--- config.mk ---
export PLATFORM = sky130hd
export DESIGN_NAME = ram_entry_writer
export DESIGN_NICKNAME = d
export VERILOG_FILES = /design/src/rtl/ram_entry_writer.sv
export SDC_FILE = /design/constraint.sdc
export NUM_CORES = 1
export LEC_CHECK = 0
export CAP_MARGIN = 20
export CORE_MARGIN = 2
export CORE_UTILIZATION = 31
export DETAILED_ROUTE_END_ITERATION = 7
export PLACE_DENSITY_LB_ADDON = 0.25
export SKIP_CTS_REPAIR_TIMING = 1
export SLEW_MARGIN = 20
export SYNTH_ARGS = -nofsm -noshare
export SYNTH_HDL_FRONTEND = slang
export SYNTH_SLANG_ARGS = --single-unit
--- constraint.sdc ---
create_clock -name clk -period 5.7 [get_ports clk]
set_input_delay 1.14 -clock clk [delete_from_list [all_inputs] [get_ports clk]]
set_output_delay 1.14 -clock clk [all_outputs]
set_load 0.03 [all_outputs]
--- src/rtl/ram_entry_writer.sv ---
// ram_entry_writer: turns each debounced press of a board key into one RAM
// write on port A. The switch value is written at a sequential address that
// wraps. A second key clears the address, and the last written word is echoed.
module ram_entry_writer #(
  parameter int ADDR_WIDTH      = 10,
  parameter int DATA_WIDTH      = 16,
  parameter int SW_WIDTH        = 10,
  parameter int DEBOUNCE_CYCLES = 500000,
  parameter int LAST_ADDR       = 1023
) (
  input  logic                  clk,
  input  logic                  rst_n,
  input  logic                  key_n,
  input  logic                  clr_n,
  input  logic [SW_WIDTH-1:0]   sw,
  output logic                  we,
  output logic [ADDR_WIDTH-1:0] addr,
  output logic [DATA_WIDTH-1:0] wdata,
  output logic [ADDR_WIDTH-1:0] next_addr,
  output logic [DATA_WIDTH-1:0] last_data,
  output logic                  busy
);

  localparam int CNT_WIDTH = $clog2(DEBOUNCE_CYCLES + 1);
  localparam logic [CNT_WIDTH-1:0]  DEB_MAX  = CNT_WIDTH'(DEBOUNCE_CYCLES);
  localparam logic [CNT_WIDTH-1:0]  DEB_LAST = CNT_WIDTH'(DEBOUNCE_CYCLES - 1);
  localparam logic [ADDR_WIDTH-1:0] LAST_A   = ADDR_WIDTH'(LAST_ADDR);

  typedef enum logic [1:0] {
    ST_IDLE    = 2'd0,
    ST_WRITE   = 2'd1,
    ST_RELEASE = 2'd2
  } state_e;

  state_e                  state_q, state_d;
  logic [CNT_WIDTH-1:0]    cnt_q, cnt_d;
  logic [1:0]              key_sync_q;
  logic [1:0]              clr_sync_q;
  logic                    clr_prev_q;
  logic                    clr_pend_q, clr_pend_d;
  logic                    we_q, we_d;
  logic [ADDR_WIDTH-1:0]   addr_q, addr_d;
  logic [DATA_WIDTH-1:0]   wdata_q, wdata_d;
  logic [ADDR_WIDTH-1:0]   next_addr_q, next_addr_d;
  logic [DATA_WIDTH-1:0]   last_data_q, last_data_d;
  logic                    busy_q, busy_d;

  logic                    key_s;
  logic                    clr_s;
  logic                    clr_req_s;

  // Saturating increment of the shared debounce counter.
  function automatic logic [CNT_WIDTH-1:0] sat_inc(input logic [CNT_WIDTH-1:0] c);
    if (c == DEB_MAX) begin
      sat_inc = c;
    end else begin
      sat_inc = c + CNT_WIDTH'(1);
    end
  endfunction

  // Sequential address step with wrap after LAST_ADDR.
  function automatic logic [ADDR_WIDTH-1:0] addr_step(input logic [ADDR_WIDTH-1:0] a);
    if (a == LAST_A) begin
      addr_step = '0;
    end else begin
      addr_step = a + ADDR_WIDTH'(1);
    end
  endfunction

  assign key_s     = key_sync_q[1];
  assign clr_s     = clr_sync_q[1];
  // Clear is a synchronized low seen on two consecutive cycles.
  assign clr_req_s = ~clr_s & ~clr_prev_q;

  // Two-flop synchronizers for both keys; reset to the released level.
  always_ff @(posedge clk or negedge rst_n) begin
    if (!rst_n) begin
      key_sync_q <= 2'b11;
      clr_sync_q <= 2'b11;
      clr_prev_q <= 1'b1;
    end else begin
      key_sync_q <= {key_sync_q[0], key_n};
      clr_sync_q <= {clr_sync_q[0], clr_n};
      clr_prev_q <= clr_s;
    end
  end

  // Next-state, debounce counter, write datapath and address-clear handling.
  always_comb begin
    state_d     = state_q;
    cnt_d       = cnt_q;
    clr_pend_d  = clr_pend_q;
    we_d        = 1'b0;
    addr_d      = addr_q;
    wdata_d     = wdata_q;
    next_addr_d = next_addr_q;
    last_data_d = last_data_q;
    case (state_q)
      ST_IDLE: begin
        if ((key_s == 1'b0) && (cnt_q == DEB_LAST)) begin
          // Accepted press: issue the write with the current address.
          state_d     = ST_WRITE;
          cnt_d       = '0;
          we_d        = 1'b1;
          addr_d      = next_addr_q;
          wdata_d     = DATA_WIDTH'(sw);
          last_data_d = DATA_WIDTH'(sw);
          next_addr_d = addr_step(next_addr_q);
          // A clear colliding with the write is applied one cycle later.
          if (clr_req_s) begin
            clr_pend_d = 1'b1;
          end else begin
            clr_pend_d = clr_pend_q;
          end
        end else begin
          if (key_s == 1'b0) begin
            cnt_d = sat_inc(cnt_q);
          end else begin
            cnt_d = '0;
          end
          if (clr_req_s || clr_pend_q) begin
            next_addr_d = '0;
            clr_pend_d  = 1'b0;
          end else begin
            clr_pend_d  = clr_pend_q;
          end
        end
      end
      ST_WRITE: begin
        state_d = ST_RELEASE;
        cnt_d   = '0;
        if (clr_req_s) begin
          clr_pend_d = 1'b1;
        end else begin
          clr_pend_d = clr_pend_q;
        end
      end
      ST_RELEASE: begin
        if ((key_s == 1'b1) && (cnt_q == DEB_LAST)) begin
          state_d = ST_IDLE;
          cnt_d   = '0;
        end else if (key_s == 1'b1) begin
          cnt_d = sat_inc(cnt_q);
        end else begin
          cnt_d = '0;
        end
        if (clr_req_s || clr_pend_q) begin
          next_addr_d = '0;
          clr_pend_d  = 1'b0;
        end else begin
          clr_pend_d  = clr_pend_q;
        end
      end
      default: begin
        state_d    = ST_IDLE;
        cnt_d      = '0;
        clr_pend_d = 1'b0;
      end
    endcase
    busy_d = (state_d != ST_IDLE);
  end

  // State, counter and registered outputs.
  always_ff @(posedge clk or negedge rst_n) begin
    if (!rst_n) begin
      state_q     <= ST_IDLE;
      cnt_q       <= '0;
      clr_pend_q  <= 1'b0;
      we_q        <= 1'b0;
      addr_q      <= '0;
      wdata_q     <= '0;
      next_addr_q <= '0;
      last_data_q <= '0;
      busy_q      <= 1'b0;
    end else begin
      state_q     <= state_d;
      cnt_q       <= cnt_d;
      clr_pend_q  <= clr_pend_d;
      we_q        <= we_d;
      addr_q      <= addr_d;
      wdata_q     <= wdata_d;
      next_addr_q <= next_addr_d;
      last_data_q <= last_data_d;
      busy_q      <= busy_d;
    end
  end

  assign we        = we_q;
  assign addr      = addr_q;
  assign wdata     = wdata_q;
  assign next_addr = next_addr_q;
  assign last_data = last_data_q;
  assign busy      = busy_q;

endmodule

==> impl_metrics.prom, run 1 <==
# TYPE chip_impl_metric gauge
chip_impl_info{name="outcome",value="complete, no violations"} 1
chip_impl_info{name="holdPathEnd",value="clr_sync_q[1]"} 1
chip_impl_metric{name="setup_tns",unit="ps"} 0
chip_impl_metric{name="postLayoutCoreUtil",unit=""} 0.402
chip_impl_metric{name="detail_route.drc_violations",unit=""} 0
chip_impl_metric{name="effective_utilization_at_floorplan",unit=""} 0.321
chip_impl_metric{name="post_synth_edffs",unit=""} 0
chip_impl_metric{name="critical_path_data_arrival_time",unit="ps"} 3040
chip_impl_metric{name="grt.overflow.total",unit=""} 0
chip_impl_metric{name="synthCells",unit=""} 304
chip_impl_info{name="ff_to_ff_start",value="cnt_q[6]"} 1
chip_impl_info{name="hold_path.class",value="register to register"} 1
chip_impl_info{name="reg2reg_to",value="next_addr[8]"} 1
chip_impl_info{name="worstPathCellList",value="or4b_1 > or4_1 > or3_4 > or3_1 > o21ai_1"} 1
chip_impl_metric{name="max_freq",unit="MHz"} 361
chip_impl_metric{name="num_vias",unit=""} 2178
chip_impl_metric{name="syn_avg_cell_area",unit="µm²"} 9.26
chip_impl_metric{name="wl_met1",unit="mm"} 2.61
chip_impl_info{name="unrepaired_setup_endpoints_after_global_routing",value="false"} 1
chip_impl_metric{name="hold_depth",unit=""} 0
chip_impl_metric{name="clk_transition_reported_paths",unit="ps"} 70
chip_impl_info{name="holdCritStartpoint",value="clr_sync_q[0]"} 1
chip_impl_metric{name="depth_of_the_most_critical_reg_to_reg_path",unit=""} 5
chip_impl_info{name="cts_root_buffer_type",value="clkbuf_8"} 1
chip_impl_info{name="synth_top_cell_by_area",value="dfrtp_1"} 1
chip_impl_metric{name="final_count_of_pins_violating_max_slew",unit=""} 0
chip_impl_metric{name="coreArea",unit="µm²"} 8760
chip_impl_metric{name="place_worst_setup_slack",unit="ps"} 2910
chip_impl_metric{name="finalWeightedCongestion",unit=""} 0.803
chip_impl_metric{name="p_leak",unit="µW"} 0.00153
chip_impl_metric{name="cts_inserted_buffers",unit=""} 9
chip_impl_metric{name="grt_antenna_before_repair",unit=""} 0
chip_impl_info{name="most_frequent_cells_in_the_layout",value="nand2_1 (64), dfrtp_1 (54), clkdlybuf4s50_1 (54)"} 1
chip_impl_metric{name="grt_pass1_wl",unit="mm"} 10.2
chip_impl_metric{name="synthDistinctLibCells",unit=""} 39
chip_impl_metric{name="synth_seq_area_share",unit=""} 0.527
chip_impl_metric{name="detail_route.first_pass.iterations",unit=""} 4
chip_impl_metric{name="cts-htree-levels",unit=""} 3
chip_impl_metric{name="detail_route.wirelength",unit="mm"} 5.82
chip_impl_metric{name="areaGrowthSynthToFinish",unit="%"} 25.3
chip_impl_metric{name="met3_length",unit="µm"} 374
chip_impl_info{name="worstSetupStartpointType",value="register"} 1
chip_impl_info{name="tritoncts",value="done"} 1
chip_impl_metric{name="reg2reg_slack",unit="ps"} 2930
chip_impl_metric{name="routed-wl-met2",unit="mm"} 2.78
chip_impl_metric{name="setup_viol",unit=""} 0
chip_impl_metric{name="fp_rows",unit=""} 34
chip_impl_metric{name="async_reset_ff_frac",unit=""} 1.00
chip_impl_metric{name="ys_warn_count",unit=""} 0
chip_impl_metric{name="crit_fanout",unit=""} 25
chip_impl_metric{name="drt_iter0_markers",unit=""} 66
chip_impl_metric{name="report.final.hold_viol_count",unit=""} 0
chip_impl_info{name="maxUsedRoutingLayer",value="met4"} 1
chip_impl_metric{name="total_die_area",unit="µm²"} 9860
chip_impl_metric{name="drt.antenna.violating_nets",unit=""} 0
chip_impl_metric{name="timing.slew.headroom",unit=""} 0.504
chip_impl_metric{name="vdd_drop_max",unit="mV"} 0.105
chip_impl_metric{name="syn_area",unit="µm²"} 2810
chip_impl_metric{name="tightest_slew",unit="ps"} 744
chip_impl_metric{name="netlist.area_leader.share",unit=""} 0.480
chip_impl_metric{name="die_h",unit="µm"} 99.3
chip_impl_metric{name="clock_path_buffers",unit=""} 2
chip_impl_metric{name="first_global_vias",unit=""} 2174
chip_impl_info{name="ys.flop_type",value="dfrtp_1"} 1
chip_impl_info{name="class_of_the_most_critical_setup_path",value="register to register"} 1
chip_impl_metric{name="pwr_density_cell",unit="nW/µm²"} 235
chip_impl_info{name="startpoint",value="cnt_q[6]"} 1
chip_impl_metric{name="timing.final.crit_share",unit=""} 0.486
chip_impl_metric{name="fraction_of_final_layout_cells_with_drive_strength_greater_than_1",unit=""} 0.0815
chip_impl_metric{name="grtUsageTotal",unit=""} 0.128
chip_impl_metric{name="die_w",unit="µm"} 99.3
chip_impl_metric{name="filler_cell_count",unit=""} 874
chip_impl_metric{name="hpwlAfterDp",unit="mm"} 3.93
chip_impl_info{name="cp-end-kind",value="register"} 1
chip_impl_info{name="synthTopCellsByArea",value="dfrtp_1 (48%), nand2_1 (8.5%), buf_4 (5.9%)"} 1
chip_impl_metric{name="design.portCount",unit=""} 68
chip_impl_info{name="cp_slowest_cell",value="or4_1"} 1
chip_impl_metric{name="diodes",unit=""} 0
chip_impl_metric{name="finClkSkew",unit="ps"} 8.52
chip_impl_metric{name="grt_start_max_net_pins",unit=""} 60
chip_impl_metric{name="clkSinkCount",unit=""} 59
chip_impl_metric{name="maxCapViolCount",unit=""} 0
chip_impl_metric{name="numPortBuffers",unit=""} 55
chip_impl_metric{name="required",unit="ps"} 5970
chip_impl_metric{name="worst_path_largest_cell_delay",unit="ps"} 700
chip_impl_metric{name="worst_skew_pair.late_latency",unit="ps"} 340
chip_impl_metric{name="detail_route.vias_per_cell",unit=""} 4.69
chip_impl_metric{name="min_period",unit="ps"} 2770
chip_impl_metric{name="finish.net_count",unit=""} 368
chip_impl_info{name="layout.cells.most_common",value="nand2_1"} 1
chip_impl_metric{name="finalWorstSetupSlack",unit="ps"} 2930
chip_impl_metric{name="yosys_reg_bits",unit=""} 59
chip_impl_metric{name="detail_route.wl_per_cell",unit="µm"} 12.5
## state kept, by name, summed over array words and instances (netlist names)
register	count
clr_prev_q	1
next_addr	10
last_data	10
clr_pend_q	1
clr_sync_q	2
cnt_q	19
we	1
busy	1
key_sync_q	2
state_q	2
addr	10
## per-layer routing
layer / vias to the layer above / track usage
li1: 1076 / -
met1: 1035 / 0.156
met2: 61 / 0.208
met3: 6 / 0.0520
met4: 0 / 0.0390
met5: - / 0
## where the power goes
group          switching (µW)  total [µW]  internal [µW]
Clock                     161         361            200
Sequential               3.62         427            424
Combinational            26.9        40.0           13.1
## Yosys cell counts, types with 3 or more instances
library cell	n
o21ai_0	19
ha_1	3
buf_2	3
and3_1	3
dfrtp_1	54
nand2b_1	3
nor3_1	7
buf_4	22
a31oi_1	3
clkbuf_1	7
or3_1	9
nand2_1	64
nor2_1	20
nand3_1	17
a21oi_1	10
xnor2_1	6
dfstp_2	5
inv_1	12
nand4_1	3
xor2_1	7
## layout make-up
type | count | area [µm²] | area share
clock inverters | 5 | 53.8 | 0.0153
inverters | 12 | 45.0 | 0.0128
multi-input cells | 211 | 1110 | 0.315
repair buffers | 58 | 568 | 0.161
clock buffers | 11 | 131 | 0.0373
well taps | 108 | 135 | 0.0383
flip-flops and latches | 59 | 1480 | 0.421
## worst max-delay path by stage
stage | to | slack [ps] | cells past startpoint
2_1_floorplan | next_addr[8] | 3160 | 7
3_3_place_gp | next_addr[8] | 2950 | 5
3_5_place_dp | next_addr[8] | 2910 | 5
4_1_cts | next_addr[8] | 2910 | 5
5_1_grt | next_addr[8] | 2770 | 5
6_report | next_addr[8] | 2930 | 5
## critical path, delay by kind of cell, from the launching register on
family | cells | cell delay (ps)
flops | 1 | 430
simple gates | 4 | 2190
compound gates | 1 | 70
## through the flow
stage | cell area (µm²) | power (µW) | hold WS [ps] | cells
global route | 3530 | 865 | 361 | 464
global placement | 3340 | 475 | 346 | 448
CTS | 3530 | 847 | 357 | 464
finish | 3530 | 829 | 356 | 464
floorplan | 2860 | 461 | 345 | 315
detailed placement | 3340 | 476 | 347 | 448
## cells by family (layout without fill, tap and decap cells)
logic type                 Yosys count  count (layout)  synth area share
adders and majority gates            3               3            0.0133
xor gates and xnor gates            13              13            0.0405
DFF                                 59              59             0.527
buffers and inverters               45              86            0.0934
muxes                                2               2           0.00711
other                                1              12           0.00133
and+or+nand+nor                    141             141             0.238
AOI/OAI and AO/OA                   40              40            0.0796
No activity file was read; power rests on OpenSTA's default activity.
==> inputs of run 2 (changes only) <==
Clock period 5.7 ns to 2.7 ns, I/O delays scaled along.
==> run 2 against run 1 <==
Against the previous run:
- core utilization up 0.81 points
- critical endpoint is now next_addr[5]
- first-iteration DRC count rose by 18%
- clock skew decreased by 1.2 ps
- via count fell by 0.28%
- sequential cell count stayed put
- sequential share of layout area fell by 0.83 points
- clock power up 110%
==> impl_metrics.prom, run 2 (synthesis gave the netlist of run 1 again) <==
# TYPE chip_impl_metric gauge
chip_impl_metric{name="detail_route.wirelength",unit="mm"} 5.85
chip_impl_metric{name="min_period",unit="ps"} 2570
chip_impl_metric{name="die_h",unit="µm"} 99.3
chip_impl_metric{name="clock_path_buffers",unit=""} 2
chip_impl_metric{name="grt_antenna_before_repair",unit=""} 0
chip_impl_metric{name="reg2reg_slack",unit="ps"} 130
chip_impl_metric{name="grt.overflow.total",unit=""} 0
chip_impl_info{name="worst_path_dominant_cell_family",value="simple AND/OR/NAND/NOR gates"} 1
chip_impl_metric{name="clk_transition_reported_paths",unit="ps"} 70
chip_impl_info{name="reg2reg_to",value="next_addr[5]"} 1
chip_impl_info{name="outcome",value="complete, no violations"} 1
chip_impl_info{name="most_frequent_cells_in_the_layout",value="nand2_1 (64), dfrtp_1 (54), clkdlybuf4s50_1 (54)"} 1
chip_impl_metric{name="fin_worst_hold_slack",unit="ps"} 210
chip_impl_metric{name="coreArea",unit="µm²"} 8760
chip_impl_metric{name="numPortBuffers",unit=""} 55
chip_impl_metric{name="cts_inserted_buffers",unit=""} 9
chip_impl_metric{name="drt.antenna.violating_nets",unit=""} 0
chip_impl_metric{name="total_die_area",unit="µm²"} 9860
chip_impl_metric{name="setup_tns",unit="ps"} 0
chip_impl_metric{name="detail_route.drc_violations",unit=""} 0
chip_impl_metric{name="finalWeightedCongestion",unit=""} 0.755
chip_impl_info{name="cp-end-kind",value="register"} 1
chip_impl_info{name="tritoncts",value="done"} 1
chip_impl_metric{name="critical_path_data_arrival_time",unit="ps"} 2840
chip_impl_metric{name="hpwlAfterDp",unit="mm"} 4.08
chip_impl_metric{name="worst_path_largest_cell_delay",unit="ps"} 650
chip_impl_info{name="max_flop_register",value="cnt_q"} 1
chip_impl_metric{name="finish.net_count",unit=""} 372
chip_impl_metric{name="maxCapViolCount",unit=""} 0
chip_impl_metric{name="vdd_drop_max",unit="mV"} 0.334
chip_impl_metric{name="tightest_slew",unit="ps"} 621
chip_impl_metric{name="depth_of_the_most_critical_reg_to_reg_path",unit=""} 5
chip_impl_info{name="worstPathCellList",value="or4b_1 > or4_1 > or3_1 > or3_1 > o21ai_0"} 1
chip_impl_info{name="path_common_cell",value="or3_1"} 1
chip_impl_metric{name="fp_rows",unit=""} 34
chip_impl_metric{name="post-layout-total-power",unit="µW"} 1740
chip_impl_metric{name="report.final.hold_viol_count",unit=""} 0
chip_impl_metric{name="largest_register_ffs",unit=""} 19
chip_impl_metric{name="detail_route.first_pass.iterations",unit=""} 4
chip_impl_metric{name="grt_start_max_net_pins",unit=""} 35
chip_impl_metric{name="finalWorstSetupSlack",unit="ps"} 127
chip_impl_info{name="cp_slowest_cell",value="or4_1"} 1
chip_impl_metric{name="effective_utilization_at_floorplan",unit=""} 0.321
chip_impl_info{name="hold_path.class",value="input port to async pin"} 1
chip_impl_metric{name="setup_viol",unit=""} 0
chip_impl_metric{name="filler_cell_count",unit=""} 882
chip_impl_metric{name="areaGrowthSynthToFinish",unit="%"} 27.8
chip_impl_metric{name="crit_fanout",unit=""} 7
chip_impl_metric{name="critical_path.n_buffers_inverters",unit=""} 0
chip_impl_metric{name="grt_pass1_wl",unit="mm"} 9.66
chip_impl_metric{name="finClkSkew",unit="ps"} 7.37
chip_impl_metric{name="fraction_of_final_layout_cells_with_drive_strength_greater_than_1",unit=""} 0.0972
chip_impl_metric{name="detail_route.wl_per_cell",unit="µm"} 12.5
chip_impl_metric{name="worst_skew_pair.late_latency",unit="ps"} 340
chip_impl_metric{name="timing.slew.headroom",unit=""} 0.586
chip_impl_metric{name="first_global_vias",unit=""} 2003
chip_impl_metric{name="diodes",unit=""} 0
chip_impl_metric{name="cts-htree-levels",unit=""} 3
chip_impl_metric{name="required",unit="ps"} 2960
chip_impl_metric{name="drt_iter0_markers",unit=""} 78
chip_impl_metric{name="design.portCount",unit=""} 68
chip_impl_metric{name="clkSinkCount",unit=""} 59
chip_impl_metric{name="p_leak",unit="µW"} 0.00156
chip_impl_metric{name="timing.final.crit_share",unit=""} 0.953
chip_impl_info{name="ff_to_ff_start",value="cnt_q[10]"} 1
chip_impl_info{name="layout.cells.most_common",value="nand2_1"} 1
chip_impl_metric{name="post-route-cell-area",unit="µm²"} 3600
chip_impl_info{name="worstSetupStartpointType",value="register"} 1
chip_impl_metric{name="max_freq",unit="MHz"} 389
chip_impl_metric{name="place_worst_setup_slack",unit="ps"} 132
chip_impl_info{name="unrepaired_setup_endpoints_after_global_routing",value="false"} 1
chip_impl_metric{name="detail_route.vias_per_cell",unit=""} 4.64
chip_impl_metric{name="pwr_density_cell",unit="nW/µm²"} 485
chip_impl_metric{name="dpl-instance-area",unit="µm²"} 3410
chip_impl_metric{name="num_vias",unit=""} 2172
chip_impl_info{name="cts_root_buffer_type",value="clkbuf_8"} 1
chip_impl_info{name="class_of_the_most_critical_setup_path",value="register to register"} 1
chip_impl_metric{name="grtUsageTotal",unit=""} 0.124
chip_impl_metric{name="die_w",unit="µm"} 99.3
chip_impl_metric{name="final_count_of_pins_violating_max_slew",unit=""} 0
==> run 2: changes by cell type in the layout (fill, tap and decap cells not counted) <==
| cell | before | now |
|---|---|---|
| bufinv_16 | 1 | 0 |
| clkbuf_1 | 2 | 0 |
| buf_12 | 0 | 3 |
| clkinv_4 | 1 | 2 |
| clkinvlp_4 | 0 | 2 |
| clkbuf_8 | 9 | 11 |
| clkinv_2 | 3 | 1 |
| buf_4 | 3 | 4 |
==> run 2: final cells by class <==
cell class	count	area [µm²]	share of cell area
Sequential cell	59	1480	0.412
Multi-Input combinational cell	211	1110	0.309
Timing Repair Buffer	62	636	0.177
Clock buffer	11	151	0.0421
Tap cell	108	135	0.0376
Inverter	12	45.0	0.0125
Clock inverter	5	37.5	0.0104
==> run 2: through the flow <==
stage / instances / utilization
3_5_place_dp: 452 / 0.389
6_report: 468 / 0.410
3_3_place_gp: 452 / 0.389
2_1_floorplan: 315 / -
5_1_grt: 468 / 0.410
4_1_cts: 468 / 0.410
==> run 2: routing by layer <==
| metal | wire, µm | GRT usage |
|---|---|---|
| met5 | 0 | 0 |
| met4 | 15 | 0.0316 |
| met2 | 2860 | 0.200 |
| met1 | 2640 | 0.154 |
| met3 | 331 | 0.0527 |
==> run 2: power breakdown <==
part           total, µW  leakage (µW)  internal (µW)  switching [µW]
registers            902      0.000753            894            7.64
logic               90.9      0.000715           31.7            59.1
clock network        751     0.0000915            384             367
total               1740       0.00156           1310             433
==> run 2: worst register-to-register path, cell delays in order, from the launching register on <==
cell     delay [ps]
dfrtp_1         440
or4b_1          510
or4_1           650
or3_1           470
or3_1           360
o21ai_0          70
==> run 2: how the worst max path moves through the flow <==
| stage | startpoint | end | cells after the start |
|---|---|---|---|
| after global placement | cnt_q[10] | next_addr[5] | 5 |
| after CTS | cnt_q[10] | next_addr[7] | 5 |
| after detailed placement | cnt_q[10] | next_addr[7] | 5 |
| final | cnt_q[10] | next_addr[5] | 5 |
| after global routing | cnt_q[10] | next_addr[5] | 5 |
| after floorplan | cnt_q[6] | next_addr[8] | 7 |
